## src/rtl/mem_bus_arbiter_pkg.sv

```systemverilog
// Shared types for the I/D cache AHB-Lite master arbiter.
package mem_bus_arbiter_pkg;

  localparam int WORD_W = 32;
  localparam int LINE_W = 128;

  localparam logic [2:0] HSIZE_WORD = 3'b010;

  typedef enum logic [1:0] {
    HTRANS_IDLE   = 2'b00,
    HTRANS_BUSY   = 2'b01,
    HTRANS_NONSEQ = 2'b10,
    HTRANS_SEQ    = 2'b11
  } htrans_t;

  typedef enum logic [2:0] {
    HBURST_SINGLE = 3'b000,
    HBURST_INCR4  = 3'b011
  } hburst_t;

  typedef enum logic [1:0] {
    ARB_IDLE,
    ARB_ADDR,
    ARB_BURST,
    ARB_LAST
  } arb_state_t;

  typedef enum logic {
    GNT_I = 1'b0,
    GNT_D = 1'b1
  } gnt_t;

  typedef struct packed {
    logic [27:0] line;
    logic [3:0]  offset;
  } dcache_addr_t;

  function automatic logic [WORD_W-1:0] line_word(input logic [LINE_W-1:0] line,
                                                  input logic [1:0]        idx);
    return line[WORD_W*idx +: WORD_W];
  endfunction

endpackage

```

## src/rtl/mem_bus_arbiter_rr_arbiter2.sv

```systemverilog
// Two-way I/D arbiter: combinational grant, registered last-grant for round-robin,
// with an optional fixed priority for the dcache.
module rr_arbiter2
  import mem_bus_arbiter_pkg::*;
#(
  parameter bit FIXED_PRIO = 1'b0
) (
  input  logic clk,
  input  logic rst_n,
  input  logic en_i,
  input  logic i_req_i,
  input  logic d_req_i,
  output logic i_gnt_o,
  output logic d_gnt_o
);

  gnt_t last_q;

  always_comb begin
    i_gnt_o = 1'b0;
    d_gnt_o = 1'b0;
    if (d_req_i && !i_req_i) begin
      d_gnt_o = 1'b1;
    end else if (i_req_i && !d_req_i) begin
      i_gnt_o = 1'b1;
    end else if (i_req_i && d_req_i) begin
      // On a tie the side that did not win last time goes first.
      if (FIXED_PRIO || last_q == GNT_I) begin
        d_gnt_o = 1'b1;
      end else begin
        i_gnt_o = 1'b1;
      end
    end
  end

  always_ff @(posedge clk or negedge rst_n) begin
    if (!rst_n) begin
      last_q <= GNT_I;
    end else if (en_i && (i_gnt_o || d_gnt_o)) begin
      last_q <= d_gnt_o ? GNT_D : GNT_I;
    end
  end

endmodule

```

## src/rtl/mem_bus_arbiter.sv

```systemverilog
// Shares one AHB-Lite master between icache SINGLE reads and dcache INCR4 line bursts.
//   state     | meaning
//   ARB_IDLE  | waiting for a request; grant and latch it
//   ARB_ADDR  | beat 0 address phase (NONSEQ)
//   ARB_BURST | dcache beats 1..3 address phases (SEQ), overlapping prior data phase
//   ARB_LAST  | bus idle, waiting for the final data phase, then respond
module mem_bus_arbiter
  import mem_bus_arbiter_pkg::*;
#(
  parameter bit FIXED_PRIO = 1'b0,
  parameter int LINE_WORDS = 4
) (
  input  logic                clk,
  input  logic                rst_n,
  input  logic                ireq_valid_i,
  input  logic [WORD_W-1:0]   ireq_addr_i,
  output logic                ireq_ready_o,
  output logic                irsp_valid_o,
  output logic [WORD_W-1:0]   irsp_data_o,
  output logic                irsp_err_o,
  input  logic                dreq_valid_i,
  input  logic                dreq_write_i,
  input  logic [WORD_W-1:0]   dreq_addr_i,
  input  logic [LINE_W-1:0]   dreq_wdata_i,
  output logic                dreq_ready_o,
  output logic                drsp_valid_o,
  output logic [LINE_W-1:0]   drsp_rdata_o,
  output logic                drsp_err_o,
  output logic [WORD_W-1:0]   haddr_o,
  output htrans_t             htrans_o,
  output logic                hwrite_o,
  output logic [2:0]          hsize_o,
  output logic [2:0]          hburst_o,
  output logic [WORD_W-1:0]   hwdata_o,
  input  logic [WORD_W-1:0]   hrdata_i,
  input  logic                hready_i,
  input  logic                hresp_i
);

  if (LINE_WORDS != 4) begin : g_line_words_check
    $error("mem_bus_arbiter: LINE_WORDS must be 4 (INCR4 line bursts)");
  end

  arb_state_t          state_q;
  logic                is_d_q;
  logic [27:0]         line_q;
  logic [LINE_W-1:0]   wdata_q;
  logic [1:0]          beat_q;
  logic                dp_valid_q;
  logic [1:0]          dp_beat_q;
  logic                err_q;
  logic [LINE_W-1:0]   rdata_q;
  logic [WORD_W-1:0]   haddr_q;
  htrans_t             htrans_q;
  logic                hwrite_q;
  logic [2:0]          hsize_q;
  hburst_t             hburst_q;
  logic [WORD_W-1:0]   hwdata_q;
  logic                irsp_valid_q;
  logic                irsp_err_q;
  logic                drsp_valid_q;
  logic                drsp_err_q;

  logic                grant_en;
  logic                gnt_i;
  logic                gnt_d;
  logic                addr_acc;
  logic                err_first;
  dcache_addr_t        daddr;
  logic                unused_addr_bits;

  assign daddr            = dcache_addr_t'(dreq_addr_i);
  assign unused_addr_bits = ^{ireq_addr_i[1:0], daddr.offset};

  // Hold off a new grant while a response pulse is still on the wire.
  assign grant_en = (state_q == ARB_IDLE) && !irsp_valid_q && !drsp_valid_q;

  rr_arbiter2 #(
    .FIXED_PRIO(FIXED_PRIO)
  ) u_rr_arbiter2 (
    .clk    (clk),
    .rst_n  (rst_n),
    .en_i   (grant_en),
    .i_req_i(ireq_valid_i),
    .d_req_i(dreq_valid_i),
    .i_gnt_o(gnt_i),
    .d_gnt_o(gnt_d)
  );

  assign ireq_ready_o = grant_en & gnt_i;
  assign dreq_ready_o = grant_en & gnt_d;

  assign addr_acc  = hready_i && (htrans_q == HTRANS_NONSEQ || htrans_q == HTRANS_SEQ);
  assign err_first = dp_valid_q && hresp_i && !hready_i;

  always_ff @(posedge clk or negedge rst_n) begin
    if (!rst_n) begin
      state_q      <= ARB_IDLE;
      is_d_q       <= 1'b0;
      line_q       <= '0;
      wdata_q      <= '0;
      beat_q       <= '0;
      dp_valid_q   <= 1'b0;
      dp_beat_q    <= '0;
      err_q        <= 1'b0;
      rdata_q      <= '0;
      haddr_q      <= '0;
      htrans_q     <= HTRANS_IDLE;
      hwrite_q     <= 1'b0;
      hsize_q      <= '0;
      hburst_q     <= HBURST_SINGLE;
      hwdata_q     <= '0;
      irsp_valid_q <= 1'b0;
      irsp_err_q   <= 1'b0;
      drsp_valid_q <= 1'b0;
      drsp_err_q   <= 1'b0;
    end else begin
      irsp_valid_q <= 1'b0;
      irsp_err_q   <= 1'b0;
      drsp_valid_q <= 1'b0;
      drsp_err_q   <= 1'b0;

      if (dp_valid_q && hready_i) begin
        rdata_q[WORD_W*dp_beat_q +: WORD_W] <= hrdata_i;
      end
      if (dp_valid_q && hresp_i) begin
        err_q <= 1'b1;
      end

      // An accepted address phase opens the data phase of that beat next cycle.
      if (addr_acc) begin
        dp_valid_q <= 1'b1;
        dp_beat_q  <= beat_q;
        hwdata_q   <= line_word(wdata_q, beat_q);
      end else if (hready_i) begin
        dp_valid_q <= 1'b0;
      end

      case (state_q)
        ARB_IDLE: begin
          if (grant_en && (gnt_i || gnt_d)) begin
            is_d_q   <= gnt_d;
            line_q   <= daddr.line;
            wdata_q  <= gnt_d ? dreq_wdata_i : '0;
            beat_q   <= 2'd0;
            err_q    <= 1'b0;
            haddr_q  <= gnt_d ? {daddr.line, 4'h0} : {ireq_addr_i[31:2], 2'b00};
            htrans_q <= HTRANS_NONSEQ;
            hwrite_q <= gnt_d & dreq_write_i;
            hsize_q  <= HSIZE_WORD;
            hburst_q <= gnt_d ? HBURST_INCR4 : HBURST_SINGLE;
            state_q  <= ARB_ADDR;
          end
        end
        ARB_ADDR: begin
          if (hready_i) begin
            if (is_d_q) begin
              beat_q   <= 2'd1;
              haddr_q  <= {line_q, 2'd1, 2'b00};
              htrans_q <= HTRANS_SEQ;
              state_q  <= ARB_BURST;
            end else begin
              htrans_q <= HTRANS_IDLE;
              state_q  <= ARB_LAST;
            end
          end
        end
        ARB_BURST: begin
          if (err_first) begin
            htrans_q <= HTRANS_IDLE;
            state_q  <= ARB_LAST;
          end else if (hready_i) begin
            if (beat_q == 2'd3) begin
              htrans_q <= HTRANS_IDLE;
              state_q  <= ARB_LAST;
            end else begin
              beat_q   <= beat_q + 2'd1;
              haddr_q  <= {line_q, beat_q + 2'd1, 2'b00};
              htrans_q <= HTRANS_SEQ;
            end
          end
        end
        ARB_LAST: begin
          if (hready_i) begin
            if (is_d_q) begin
              drsp_valid_q <= 1'b1;
              drsp_err_q   <= err_q | (dp_valid_q & hresp_i);
            end else begin
              irsp_valid_q <= 1'b1;
              irsp_err_q   <= err_q | (dp_valid_q & hresp_i);
            end
            state_q <= ARB_IDLE;
          end
        end
        default: state_q <= ARB_IDLE;
      endcase
    end
  end

  assign irsp_valid_o = irsp_valid_q;
  assign irsp_data_o  = rdata_q[WORD_W-1:0];
  assign irsp_err_o   = irsp_err_q;
  assign drsp_valid_o = drsp_valid_q;
  assign drsp_rdata_o = rdata_q;
  assign drsp_err_o   = drsp_err_q;
  assign haddr_o      = haddr_q;
  assign htrans_o     = htrans_q;
  assign hwrite_o     = hwrite_q;
  assign hsize_o      = hsize_q;
  assign hburst_o     = hburst_q;
  assign hwdata_o     = hwdata_q;

endmodule

```

## config.mk

```make
export PLATFORM = sky130hd
export DESIGN_NAME = mem_bus_arbiter
export DESIGN_NICKNAME = d
export VERILOG_FILES = /design/src/rtl/mem_bus_arbiter_pkg.sv /design/src/rtl/mem_bus_arbiter_rr_arbiter2.sv /design/src/rtl/mem_bus_arbiter.sv
export SDC_FILE = /design/constraint.sdc
export NUM_CORES = 1
export LEC_CHECK = 0
export ABC_CLOCK_PERIOD_IN_PS = 2310
export CORE_ASPECT_RATIO = 0.7
export CORE_UTILIZATION = 40
export DETAILED_ROUTE_END_ITERATION = 8
export PLACE_DENSITY = 0.78
export SYNTH_ARGS = -nofsm -noshare
export SYNTH_HDL_FRONTEND = slang
export SYNTH_SLANG_ARGS = --single-unit
```

## constraint.sdc

```tcl
create_clock -name clk -period 2.31 [get_ports clk]
set_clock_uncertainty 0.2 [all_clocks]
set_input_delay 0.462 -clock clk [delete_from_list [all_inputs] [get_ports clk]]
set_output_delay 0.462 -clock clk [all_outputs]
set_load 0.03 [all_outputs]
```

==> results.py <==
metrics = {
    "floorplan": {
        "std_cell_rows": 58,
        "die_w_um": 233,
        "dieArea_sq_um": 38000,
        "start_util": 0.411,
        "core_sq_um": 36300,
        "floorplan.die.height_um": 163,
        "ios": 470,
    },
    "worst_hold_path": {
        "min_path_type": "input pin to asynchronous set/reset pin",
    },
    "power_and_ir_drop": {
        "ir_drop_mv": 0.596,
        "power.total_mw": 28.2,
        "p_leak_nw": 10.2,
        "power.density_nw_per_um2": 1320,
    },
    "grt": {
        "grt_overflow_total": 0,
        "grt_pass1_vias": 11200,
        "grt_max_degree": 69,
        "antenna_found_initial": 11,
        "grt_pass1_wl_mm": 68.0,
        "grt_usage": 0.235,
    },
    "outcome": {
        "violations": "setup timing",
        "outcome": "finished, violations left",
    },
    "detailed_routing": {
        "drt-pass1-iter-count": 6,
        "postRouteAntennaNets": 0,
        "vias": 10900,
        "totalWireLength_mm": 45.6,
        "drc": 0,
        "vias_per_cell": 5.54,
        "drt-initial-drc-count": 816,
        "avgRoutedWirePerCell_um": 23.1,
    },
    "cells_and_area": {
        "final_common_cell": "clkdlybuf4s50_1",
        "mostFrequentLayoutCells": "clkdlybuf4s50_1 (393), dfrtp_1 (362), a22o_1 (257)",
        "nNetsFinal": 1697,
        "drive_gt1_frac": 0.158,
        "syn_to_final_growth_pct": 43.9,
        "final_cell_area_sq_um": 21400,
    },
    "sta": {
        "rsz0062_at_grt": "true",
        "setup_slack_ns": -0.124,
        "finalCritPeriodShare": 1.05,
        "max_freq_mhz": 411,
        "worst_pin_slew_ns": 0.633,
        "slew_headroom": 0.578,
        "slew_violations": 0,
        "final-hold-violation-count": 0,
        "final-setup-viol-count": 2,
        "fin_crit_ns": 2.43,
    },
    "setup_path": {
        "crit_path_end_kind": "primary output",
        "crit_fanout": 3,
        "arrival_ns": 1.77,
        "r2r_cells": 8,
        "cp-start-kind": "flop",
        "timing.rr.end": "haddr_o[11]",
        "crit_type": "flop to primary output",
        "ff2ff_setup_slack_ns": 0.03,
        "critPathRequiredTime_ns": 1.65,
        "timing.rr.start": "state_q[0]",
    },
    "placement": {
        "place_hpwl_mm": 32.0,
        "gp_congestion": 0.837,
        "placed_area_sq_um": 20100,
        "portBuffers": 458,
    },
    "cts": {
        "clock_latency_ns": 0.54,
        "htree_num_levels": 2,
        "cts_tree": "built",
        "clockBufferDepth": 3,
        "numCtsBuffers": 37,
        "cts.sinks": 364,
        "clk_pin_slew_worst_paths_ns": 0.06,
        "cts_root_buf": "clkbuf_16",
    },
    "synthesis": {
        "synth-warning-count": 0,
        "ys_types": 48,
        "async_reset_ff_frac": 1.00,
        "synth-seq-area-share": 0.611,
        "synth_edf_count": 0,
        "synthFlopType": "dfrtp_1",
        "synth_area_sq_um": 14900,
        "syn_area_per_cell_sq_um": 14.8,
        "ys_ff_latch": 364,
        "postSynthCellCount": 1008,
    },
    "job": {
        "maxCapViolCount": 0,
    },
}
## routing by layer
layer | up-vias | wire length (um) | GRT usage
li1 | 4732 | - | -
met1 | 5590 | 17900 | 0.291
met2 | 472 | 21700 | 0.379
met4 | 6 | 2030 | 0.111
met5 | - | 34 | 0
met3 | 107 | 3920 | 0.0683
## logic make-up (layout without fill, tap and decap cells)
family | after synthesis | after routing | synth area share
other | 1 | 13 | 0.000252
flip-flops | 364 | 364 | 0.611
AO/OA/AOI/OAI | 305 | 305 | 0.180
buffers and inverters | 160 | 629 | 0.0624
multiplexers | 128 | 128 | 0.121
adder cells (fa/ha/maj) | 11 | 11 | 0.00924
AND/OR/NAND/NOR | 39 | 39 | 0.0160
## registers in the layout, summed over array words and instances (netlist names)
register	count
drsp_err_o	1
irsp_valid_o	1
hwdata_o	32
dp_valid_q	1
line_q	28
wdata_q	128
state_q	2
err_q	1
drsp_valid_o	1
hsize_o	1
haddr_o	30
htrans_o	2
irsp_err_o	1
hwrite_o	1
hburst_o	1
drsp_rdata_o	128
beat_q	2
dp_beat_q	2
u_rr_arbiter2.last_q	1
## worst max-delay path, stage by stage, from the launching register on
cell and delay, ns:
dfrtp_1 0.39, inv_2 0.10, ha_4 0.14, nor3b_4 0.22, and3_4 0.25, buf_6 0.14
## cell type report
class | instances | area [sq um]
Inverter | 37 | 139
Fill cell | 2851 | 14800
Clock buffer | 49 | 1040
Multi-Input combinational cell | 488 | 4920
Antenna cell | 8 | 20.0
Timing Repair Buffer | 527 | 5430
Tap cell | 480 | 601
Sequential cell | 364 | 9110
Clock inverter | 16 | 178
## cells in the mapped netlist (4+ instances only)
library cell | number | area (sq um)
mux4_1 | 9 | 236
dfrtp_1 | 364 | 9110
buf_4 | 47 | 353
ha_1 | 11 | 138
mux2_2 | 65 | 732
clkbuf_1 | 34 | 128
buf_2 | 22 | 110
nand2_1 | 8 | 30.0
a22o_1 | 257 | 2250
nor2_1 | 6 | 22.5
mux2i_1 | 30 | 300
buf_6 | 15 | 169
mux4_2 | 23 | 518
inv_1 | 37 | 139
nand3_1 | 4 | 20.0
a222oi_1 | 28 | 280
## what timing repair did
item                       CTS  global route
pin swaps                    3             1
hold endpoints to repair    42             0
resized for setup           43            28
setup endpoints to repair   38            29
setup buffers                5             5
hold buffers                 1             0
## how the worst max path moves through the flow
stage            startpoint           end  cells past startpoint
6_report         state_q[1]  dreq_ready_o                      5
2_1_floorplan    state_q[0]  dreq_ready_o                      6
3_5_place_dp   ireq_valid_i   haddr_o[11]                      5
3_3_place_gp       hready_i   haddr_o[31]                      7
4_1_cts          state_q[1]  dreq_ready_o                      5
5_1_grt          state_q[1]  dreq_ready_o                      5
## through the flow
stage / utilization / cells / setup TNS [ns] / hold slack (ns) / setup slack [ns]
final: 0.591 / 1969 / -0.216 / 0.253 / -0.124
after global routing: 0.591 / 1968 / -0.500 / 0.264 / -0.199
after CTS: 0.588 / 1956 / -0.237 / 0.235 / -0.147
after detailed placement: 0.553 / 1885 / -0.239 / 0.217 / -0.0707
after global placement: 0.553 / 1885 / 0 / 0.217 / 0.0331
after floorplan: - / 1012 / 0 / -0.0336 / 0.141
## power by group
group	internal, mW	switching, mW	total [mW]	leakage, nW
logic	5.88	6.23	12.1	4.84
registers	8.64	1.41	10.0	4.77
clock network	3.53	2.56	6.09	0.597
total	18.0	10.2	28.2	10.2
No activity file was read; power rests on OpenSTA's default activity.
